`src/rtl/fir_root_ctrl.sv`:
```
// Sequencer between the sample source and the FIR/ROOT datapath: one sample in flight,
// (FIRout, ROOTout) returned on a valid/ready port, double-buffered FIR coefficient bank.
module fir_root_ctrl #(
   parameter int unsigned FIR_LAT      = 2,
   parameter int unsigned ROOT_TIMEOUT = 64
) (
   input  logic       Clk,
   input  logic       Rst,
   input  logic       In_valid,
   output logic       In_ready,
   input  logic [7:0] In_data,
   input  logic       Cfg_we,
   input  logic [2:0] Cfg_addr,
   input  logic [7:0] Cfg_data,
   input  logic       Cfg_commit,
   output logic       Cfg_pending,
   output logic [7:0] B0,
   output logic [7:0] B1,
   output logic [7:0] B2,
   output logic [7:0] B3,
   output logic [7:0] B4,
   output logic [7:0] B5,
   output logic [7:0] B6,
   output logic       Fir_en,
   output logic [7:0] Fir_x,
   input  logic [7:0] Fir_y,
   output logic       Root_start,
   output logic [7:0] Root_x,
   input  logic       Root_done,
   input  logic [7:0] Root_c,
   output logic       Out_valid,
   input  logic       Out_ready,
   output logic [7:0] FIRout,
   output logic [7:0] ROOTout,
   output logic       Err_timeout
);

   localparam int unsigned DW    = 8;
   localparam int unsigned NCOEF = 7;
   localparam int unsigned CW    = 4;
   localparam int unsigned TW    = 8;

   typedef enum logic [1:0] {IDLE, FIR_WAIT, ROOT_RUN, OUT_HOLD} state_e;

   state_e                     state_q, state_d;
   logic                       in_ready_q, in_ready_d;
   logic                       pending_q, pending_d;
   logic [NCOEF-1:0][DW-1:0]   active_q, active_d;
   logic [NCOEF-1:0][DW-1:0]   shadow_q, shadow_d;
   logic                       fir_en_q, fir_en_d;
   logic [DW-1:0]              fir_x_q, fir_x_d;
   logic                       root_start_q, root_start_d;
   logic [DW-1:0]              root_x_q, root_x_d;
   logic [DW-1:0]              fir_out_q, fir_out_d;
   logic [DW-1:0]              root_out_q, root_out_d;
   logic                       out_valid_q, out_valid_d;
   logic                       err_q, err_d;
   logic [CW-1:0]              lat_q, lat_d;
   logic [TW-1:0]              tmo_q, tmo_d;

   logic accept_c, swap_c, fir_hit_c, done_c, tmo_c, release_c;

   assign accept_c  = (state_q == IDLE) && in_ready_q && In_valid;
   assign swap_c    = (state_q == IDLE) && pending_q;
   assign fir_hit_c = (state_q == FIR_WAIT) && (lat_q <= CW'(1));
   // Root_done is ignored while Root_start is still high; a late done wins over the timeout.
   assign done_c    = (state_q == ROOT_RUN) && !root_start_q && Root_done;
   assign tmo_c     = (state_q == ROOT_RUN) && !root_start_q && !Root_done &&
                      (tmo_q >= TW'(ROOT_TIMEOUT));
   assign release_c = (state_q == OUT_HOLD) && Out_ready;

   always_ff @(posedge Clk) begin
      if (Rst) begin
         state_q      <= IDLE;
         in_ready_q   <= 1'b0;
         pending_q    <= 1'b0;
         active_q     <= '0;
         shadow_q     <= '0;
         fir_en_q     <= 1'b0;
         fir_x_q      <= '0;
         root_start_q <= 1'b0;
         root_x_q     <= '0;
         fir_out_q    <= '0;
         root_out_q   <= '0;
         out_valid_q  <= 1'b0;
         err_q        <= 1'b0;
         lat_q        <= '0;
         tmo_q        <= '0;
      end else begin
         state_q      <= state_d;
         in_ready_q   <= in_ready_d;
         pending_q    <= pending_d;
         active_q     <= active_d;
         shadow_q     <= shadow_d;
         fir_en_q     <= fir_en_d;
         fir_x_q      <= fir_x_d;
         root_start_q <= root_start_d;
         root_x_q     <= root_x_d;
         fir_out_q    <= fir_out_d;
         root_out_q   <= root_out_d;
         out_valid_q  <= out_valid_d;
         err_q        <= err_d;
         lat_q        <= lat_d;
         tmo_q        <= tmo_d;
      end
   end

   always_comb begin
      state_d = state_q;
      unique case (state_q)
         IDLE:     if (accept_c)             state_d = FIR_WAIT;
         FIR_WAIT: if (fir_hit_c)            state_d = ROOT_RUN;
         ROOT_RUN: if (done_c || tmo_c)      state_d = OUT_HOLD;
         OUT_HOLD: if (release_c)            state_d = IDLE;
      endcase
   end

   always_comb begin
      active_d     = active_q;
      shadow_d     = shadow_q;
      fir_en_d     = 1'b0;
      fir_x_d      = fir_x_q;
      root_start_d = 1'b0;
      root_x_d     = root_x_q;
      fir_out_d    = fir_out_q;
      root_out_d   = root_out_q;
      out_valid_d  = out_valid_q;
      err_d        = err_q;
      lat_d        = lat_q;
      tmo_d        = tmo_q;

      // Address 7 matches no entry and is dropped.
      for (int unsigned i = 0; i < NCOEF; i++) begin
         if (Cfg_we && (Cfg_addr == 3'(i))) shadow_d[i] = Cfg_data;
      end
      // Swap copies the pre-write shadow; a commit in the swap cycle re-arms for the next swap.
      if (swap_c) active_d = shadow_q;
      pending_d = Cfg_commit || (pending_q && !swap_c);

      if (accept_c) begin
         fir_x_d  = In_data;
         fir_en_d = 1'b1;
         lat_d    = CW'(FIR_LAT);
      end

      if (state_q == FIR_WAIT) begin
         if (fir_hit_c) begin
            fir_out_d    = Fir_y;
            root_x_d     = Fir_y;
            root_start_d = 1'b1;
            tmo_d        = '0;
         end else if (lat_q != '0) begin
            lat_d = lat_q - CW'(1);
         end
      end

      if ((state_q == ROOT_RUN) && (tmo_q != '1)) tmo_d = tmo_q + TW'(1);
      if (done_c) begin
         root_out_d  = Root_c;
         out_valid_d = 1'b1;
      end
      if (tmo_c) begin
         root_out_d  = 8'hFF;
         err_d       = 1'b1;
         out_valid_d = 1'b1;
      end
      if (release_c) out_valid_d = 1'b0;

      in_ready_d = (state_d == IDLE) && !pending_d;
   end

   assign In_ready    = in_ready_q;
   assign Cfg_pending = pending_q;
   assign B0          = active_q[0];
   assign B1          = active_q[1];
   assign B2          = active_q[2];
   assign B3          = active_q[3];
   assign B4          = active_q[4];
   assign B5          = active_q[5];
   assign B6          = active_q[6];
   assign Fir_en      = fir_en_q;
   assign Fir_x       = fir_x_q;
   assign Root_start  = root_start_q;
   assign Root_x      = root_x_q;
   assign Out_valid   = out_valid_q;
   assign FIRout      = fir_out_q;
   assign ROOTout     = root_out_q;
   assign Err_timeout = err_q;

endmodule

```
`config.mk`:
```
export PLATFORM = sky130hd
export DESIGN_NAME = fir_root_ctrl
export DESIGN_NICKNAME = d
export VERILOG_FILES = /design/src/rtl/fir_root_ctrl.sv
export SDC_FILE = /design/constraint.sdc
export NUM_CORES = 1
export LEC_CHECK = 0
export ABC_CLOCK_PERIOD_IN_PS = 3630
export CORE_MARGIN = 4
export CORE_UTILIZATION = 51
export CTS_BUF_LIST = sky130_fd_sc_hd__clkbuf_8 sky130_fd_sc_hd__clkbuf_16
export DETAILED_ROUTE_END_ITERATION = 12
export HOLD_SLACK_MARGIN = 0.05
export PLACE_DENSITY = 0.81
export SLEW_MARGIN = 10
export SYNTH_ARGS = -nofsm -noshare
export SYNTH_HDL_FRONTEND = slang
export SYNTH_SLANG_ARGS = --single-unit
```
`constraint.sdc`:
```
create_clock -name Clk -period 3.63 [get_ports Clk]
set_input_delay 0.5445 -clock Clk [delete_from_list [all_inputs] [get_ports Clk]]
set_output_delay 0.5445 -clock Clk [all_outputs]
set_load 0.05 [all_outputs]
```
# Word-level counts from Yosys, hierarchy flattened
# Cells that the tools add are included.
# classes
n_reduce_logical	36
n_bitwise	1
eq_ne	10
muxes	18
add_sub_neg	2
order_cmp	2
# op_table
operator	count
8-bit two-way mux	5
1-bit logical AND	19
4-bit two-way mux	4
3-bit equality test, second input constant	3
8-bit by 1-bit adder with 8-bit output, second input constant	1
8-bit by 7-bit >= comparator with 1-bit output, second input constant	1
2-bit two-way mux	4
8-bit != test, second input constant	1
2-bit case mux with 4 select lines	1
3-bit by 2-bit equality test with 1-bit output, second input constant	2
2-bit nonzero test	3
2-bit equality test, second input constant	2
4-bit by 1-bit less-or-equal comparator with 1-bit output, second input constant	1
1-bit zero test	4
2-bit zero test	2
1-bit two-way mux	4
2-bit AND reduction	2
4-bit nonzero test	1
2-bit OR reduction	2
4-bit by 1-bit subtractor with 4-bit output, second input constant	1
3-bit by 1-bit equality test with 1-bit output, second input constant	1
3-bit zero test	1
2-bit by 1-bit equality test with 1-bit output, second input constant	1
1-bit logical OR	2
1-bit inverter	1
# word_totals
input_bits	42
ff_bits	156
word_cells	95
out_inout_bits	94

# Longest topological paths before layout
# logic_depth
ltp_word	9
mapped_depth	7
ltp_nobuf	6

# Worst setup path after synthesis
# No wires, ideal clock.
# synth_timing
path_kind	register -> register
start	register lat_q[0]
end	register tmo_q[0]
path_buffers	1
stages_incl_launch_ff	8
path_slack_ns	1.900
setup_time_ns	0.073
arrival_time_ns	1.657
t_required_ns	3.557
cell_sequence	dfxtp_1 inv_1 ha_1 or2_4 and3_1 buf_6 or3_4 mux2i_4
# synth_between
elab_chain_cells	4
# synth_rtl
element	line_no	text
from (decl)	58	logic [CW-1:0] lat_q, lat_d;
from (signal assigned)	103	lat_q <= lat_d;
4-bit by 1-bit less-or-equal comparator with 1-bit output	65	assign fir_hit_c = (state_q == FIR_WAIT) && (lat_q <= CW'(1));
1-bit logical AND	65	
2-bit nonzero test (no source line)	--	
2-bit AND reduction (no source line)	--	
to (signal assigned)	104	tmo_q <= tmo_d;
to (decl)	59	logic [TW-1:0] tmo_q, tmo_d;
# No other way between the ends.
# A chain may end at the register's enable or synchronous reset.

# Worst setup path in the final report
# layout_timing
start	register root_start_q, in the netlist Root_start
end	output Root_start
# layout_rtl
element	line_no	text
from (decl)	52	logic root_start_q, root_start_d;
from (signal assigned)	97	root_start_q <= root_start_d;
to (decl)	27	output logic Root_start,
# No word-level cell between the ends.

==> impl_results.html <==
<table>
<tr><th>Metric</th><th>Value</th></tr>
<tr><th colspan="2">STA</th></tr>
<tr><td>Setup TNS after final layout</td><td>0 ps</td></tr>
<tr><td>Least-Margin Pin Slew</td><td>between 1000 and 1500 ps</td></tr>
<tr><td>Final hold violation count</td><td>0</td></tr>
<tr><td>Relative slew slack</td><td>0.3197</td></tr>
<tr><td>Highest clock rate</td><td>approximately 0.45 GHz</td></tr>
<tr><td>Setup clock skew after layout</td><td>a little under 7 ps</td></tr>
<tr><td>Least setup slack across all paths after layout</td><td>between 1000 and 1500 ps</td></tr>
<tr><td>Number of setup violations in the final report</td><td>0</td></tr>
<tr><td>Min Clock Period, post-route</td><td>about 2200 ps</td></tr>
<tr><td>Max-slew violation total from the final report</td><td>0</td></tr>
<tr><td>Setup repair after global routing missed its margin</td><td>false</td></tr>
<tr><td>Final worst-path cycle share</td><td>0.6099</td></tr>
<tr><th colspan="2">Synth</th></tr>
<tr><td>Synthesized instance count</td><td>735</td></tr>
<tr><td>Cell accounting for the most synthesized area</td><td>sky130_fd_sc_hd__dfxtp_1</td></tr>
<tr><td>Share of Yosys cell area claimed by the top area cell type</td><td>0.5348</td></tr>
<tr><td>Count of unique library cells instantiated by Yosys</td><td>46</td></tr>
<tr><td>Count of state elements after synthesis</td><td>between 150 and 200</td></tr>
<tr><td>Synth warn</td><td>0</td></tr>
<tr><td>Syn avg cell area</td><td>roughly 7.9 sq um</td></tr>
<tr><td>Top cells by area in the synthesized netlist</td><td>sky130_fd_sc_hd__dfxtp_1 (53%), sky130_fd_sc_hd__nand2_1 (17%), sky130_fd_sc_hd__a21oi_1 (12%), sky130_fd_sc_hd__nor2_1 (1.9%), sky130_fd_sc_hd__buf_4 (1.4%)</td></tr>
<tr><td>Number of synthesized flops with an enable pin</td><td>0</td></tr>
<tr><td>Asr flop ratio synth</td><td>0</td></tr>
<tr><td>Synthesized netlist net count</td><td>a little under 800</td></tr>
<tr><td>Post-Synthesis Cell Area</td><td>roughly 5800 sq um</td></tr>
<tr><td>Register area share after synthesis</td><td>0.5348</td></tr>
<tr><td>Count leader, synth</td><td>sky130_fd_sc_hd__nand2_1</td></tr>
<tr><td>List of most frequent post-synthesis cells</td><td>sky130_fd_sc_hd__nand2_1 (267), sky130_fd_sc_hd__dfxtp_1 (156), sky130_fd_sc_hd__a21oi_1 (139)</td></tr>
<tr><td>Leading register cell type out of synthesis</td><td>sky130_fd_sc_hd__dfxtp_1</td></tr>
<tr><th colspan="2">Worst setup path</th></tr>
<tr><td>Reg2Reg Capture Point</td><td>B1[7]</td></tr>
<tr><td>Arrival time of the worst setup path</td><td>between 1500 and 2000 ps</td></tr>
<tr><td>Element type at the critical path start</td><td>register</td></tr>
<tr><td>Setup Crit Path Kind</td><td>reg2out</td></tr>
<tr><td>Dominant delay contributor by cell family on the critical path</td><td>buffers and inverters</td></tr>
<tr><td>Largest incremental delay on the critical path</td><td>around 840 ps</td></tr>
<tr><td>CP Data Required Time</td><td>3090 ps</td></tr>
<tr><td>Number of buffers and inverters on the critical path</td><td>1</td></tr>
<tr><td>Crit Reg-Reg Startpoint</td><td>state_q[1]</td></tr>
<tr><td>Cell-by-cell trace of the critical path</td><td>clkdlybuf4s50_1</td></tr>
<tr><td>Biggest fanout along the worst timing path</td><td>4</td></tr>
<tr><td>Slowest library cell on the worst path</td><td>sky130_fd_sc_hd__clkdlybuf4s50_1</td></tr>
<tr><td>Slack of the worst reg-to-reg path</td><td>around 1700 ps</td></tr>
<tr><td>R2r worst-path depth</td><td>4</td></tr>
<tr><td>Critical Path End Type</td><td>output port</td></tr>
<tr><th colspan="2">CTS</th></tr>
<tr><td>Number of buffers on the longest clock path</td><td>2</td></tr>
<tr><td>Clock latency at the later pin of the worst-skew pair</td><td>between 400 and 500 ps</td></tr>
<tr><td>Resize count post-CTS</td><td>0</td></tr>
<tr><td>Clock edge transition at the registers on the reported setup and hold paths</td><td>roughly 60 ps</td></tr>
<tr><td>CTS Buf Count</td><td>17</td></tr>
<tr><td>Clock tree root driver cell</td><td>sky130_fd_sc_hd__clkbuf_16</td></tr>
<tr><td>CTS sink count</td><td>approximately 160</td></tr>
<tr><td>Hold bufs inserted after CTS</td><td>0</td></tr>
<tr><td>CTS H-Tree Depth</td><td>4</td></tr>
<tr><td>Post-CTS Repair Setup Buffers</td><td>0</td></tr>
<tr><td>CTS tree</td><td>yes</td></tr>
<tr><th colspan="2">Drt</th></tr>
<tr><td>Total number of vias</td><td>5,370</td></tr>
<tr><td>Post-detailed-route count of antenna-violating nets</td><td>0</td></tr>
<tr><td>First-pass iteration count of the detailed router</td><td>5</td></tr>
<tr><td>Remaining DRCs</td><td>0</td></tr>
<tr><td>Wire length per cell after detailed routing</td><td>around 15 um</td></tr>
<tr><td>Iteration-0 DRC count of the detailed router</td><td>between 300 and 400</td></tr>
<tr><td>Wire length after detailed routing</td><td>approximately 15,000 um</td></tr>
<tr><td>Routed vias/inst</td><td>between 5 and 6</td></tr>
<tr><th colspan="2">GRT</th></tr>
<tr><td>First-pass GRT wire length</td><td>24,440 um</td></tr>
<tr><td>Via count of the first global-routing pass</td><td>about 5,200</td></tr>
<tr><td>Largest net degree at the start of global routing</td><td>61</td></tr>
<tr><td>Overflow left after global routing</td><td>0</td></tr>
<tr><td>Total global routing track utilization</td><td>0.2308</td></tr>
<tr><td>Number of antenna violations at the first check in global routing</td><td>0</td></tr>
<tr><th colspan="2">Final layout</th></tr>
<tr><td>Filler Cells Inserted</td><td>between 900 and 1,000</td></tr>
<tr><td>Storage cell area</td><td>~3100 sq um</td></tr>
<tr><td>Final net count</td><td>between 800 and 900</td></tr>
<tr><td>Combined area of the multi-input logic cells</td><td>~2400 sq um</td></tr>
<tr><td>Final core utilization</td><td>0.7052</td></tr>
<tr><td>Relative area change from synthesis to final layout</td><td>33.21%</td></tr>
<tr><td>Ant. Diodes</td><td>0</td></tr>
<tr><td>Post-route insts no fill</td><td>between 900 and 1,000</td></tr>
<tr><td>Fraction of final layout cells sized beyond drive strength 1</td><td>0.05841</td></tr>
<tr><th colspan="2">Pwr</th></tr>
<tr><td>Pwr Density</td><td>514.0 nW/um^2</td></tr>
<tr><td>Peak supply drop</td><td>327.0 uV</td></tr>
<tr><td>Static leakage power</td><td>2.603 nW</td></tr>
<tr><td>Total power of the final layout</td><td>around 4 mW</td></tr>
<tr><th colspan="2">Die</th></tr>
<tr><td>Die Wd</td><td>about 120 um</td></tr>
<tr><td>Vertical die dimension</td><td>115.0 um</td></tr>
<tr><td>Row count</td><td>38</td></tr>
<tr><td>Initial core utilization</td><td>0.5294</td></tr>
<tr><td>Top-level port count</td><td>between 100 and 150</td></tr>
<tr><td>Core Area</td><td>roughly 11,000 sq um</td></tr>
<tr><td>Area of the die</td><td>roughly 13,000 sq um</td></tr>
<tr><th colspan="2">Place</th></tr>
<tr><td>Post-Place Worst Slack</td><td>between 1000 and 1500 ps</td></tr>
<tr><td>DP Wirelength</td><td>~10,000 um</td></tr>
<tr><td>Number of instances in the placed design</td><td>964</td></tr>
<tr><td>Port bufs</td><td>around 140</td></tr>
<tr><td>Routability congestion estimate</td><td>a little under 0.9</td></tr>
<tr><th colspan="2">Worst hold path</th></tr>
<tr><td>Hold path endpoint</td><td>B1[2]</td></tr>
<tr><td>Min-delay worst type</td><td>reg2reg</td></tr>
<tr><td>Hold-critical path depth</td><td>2</td></tr>
<tr><td>Hold path start</td><td>B1[2]</td></tr>
<tr><th colspan="2">Job</th></tr>
<tr><td># Max-Cap Violations</td><td>0</td></tr>
<tr><th colspan="2">Status</th></tr>
<tr><td>Outcome</td><td>finished, final reports clean</td></tr>
</table>
## worst max-delay path by stage
stage,start,end,slack (ps),cells past startpoint
4_1_cts,Root_start,Root_start,1400,1
2_1_floorplan,lat_q[0],tmo_q[0],1900,7
3_5_place_dp,Cfg_we,shadow_q[34],1390,5
5_1_grt,Root_start,Root_start,1370,1
6_report,Root_start,Root_start,1420,1
3_3_place_gp,Cfg_we,shadow_q[32],1530,5
## where the power goes
| part | total, mW | internal [mW] | switching, mW |
|---|---|---|---|
| Combinational | 0.338 | 0.115 | 0.223 |
| Sequential | 1.77 | 1.75 | 0.0239 |
| Clock | 1.89 | 1.19 | 0.699 |
| Total | 4.00 | 3.05 | 0.946 |
## cells by family after synthesis
logic type | after synthesis | synth area share
mux | 2 | 0.005571
compound gates | 169 | 0.1549
flops | 156 | 0.5348
simple gates | 349 | 0.2494
buf+inv | 55 | 0.04671
fa+ha+maj | 4 | 0.008571
## layer usage
metal,track usage,wire (um),vias up
met5,0,0,-
met4,0.09155,252,0
met3,0.05158,923,27
met2,0.3924,7470,182
met1,0.2844,6356,2519
li1,-,-,2642
## registers in the layout, summed over array words and instances (netlist names)
register and cells:
Root_start 1, Cfg_pending 1, B5 8, B3 8, tmo_q 8, Fir_x 8, lat_q 4, FIRout 8
Err_timeout 1, state_q 2, shadow_q 56, ROOTout 8, B6 8, B1 8, B2 8, In_ready 1
Out_valid 1, B4 8, Fir_en 1, B0 8
## stage by stage
| stage | hold WS [ps] | cell area [sq um] |
|---|---|---|
| 3_5_place_dp | 444.5 | 7137 |
| 6_report | 452.3 | 7779 |
| 2_1_floorplan | 432.1 | 5839 |
| 5_1_grt | 470.2 | 7779 |
| 3_3_place_gp | 441.9 | 7137 |
| 4_1_cts | 453.1 | 7779 |
## layout by cell type, fill, tap and decap left out, types with 5 or more instances in the layout
cell / Yosys / layout
sky130_fd_sc_hd__clkdlybuf4s50_1: 0 / 134
sky130_fd_sc_hd__o21ai_0: 7 / 7
sky130_fd_sc_hd__nand3_1: 12 / 12
sky130_fd_sc_hd__a21oi_1: 139 / 139
sky130_fd_sc_hd__inv_1: 6 / 6
sky130_fd_sc_hd__o22ai_1: 9 / 9
sky130_fd_sc_hd__dfxtp_1: 156 / 156
sky130_fd_sc_hd__clkbuf_16: 0 / 17
sky130_fd_sc_hd__nor2_1: 30 / 30
sky130_fd_sc_hd__nand2b_1: 5 / 5
sky130_fd_sc_hd__nand2_1: 267 / 267
sky130_fd_sc_hd__nor3_1: 8 / 8
## area by class of cell
type	count	share of cell area
tap	140	0.02252
sequential	156	0.4015
multi-input combinational	524	0.3143
clock inverter	13	0.02429
inverter	6	0.002895
clock buffer	19	0.05823
timing repair buffer	138	0.1763
(Power assumes the default switching activity.)
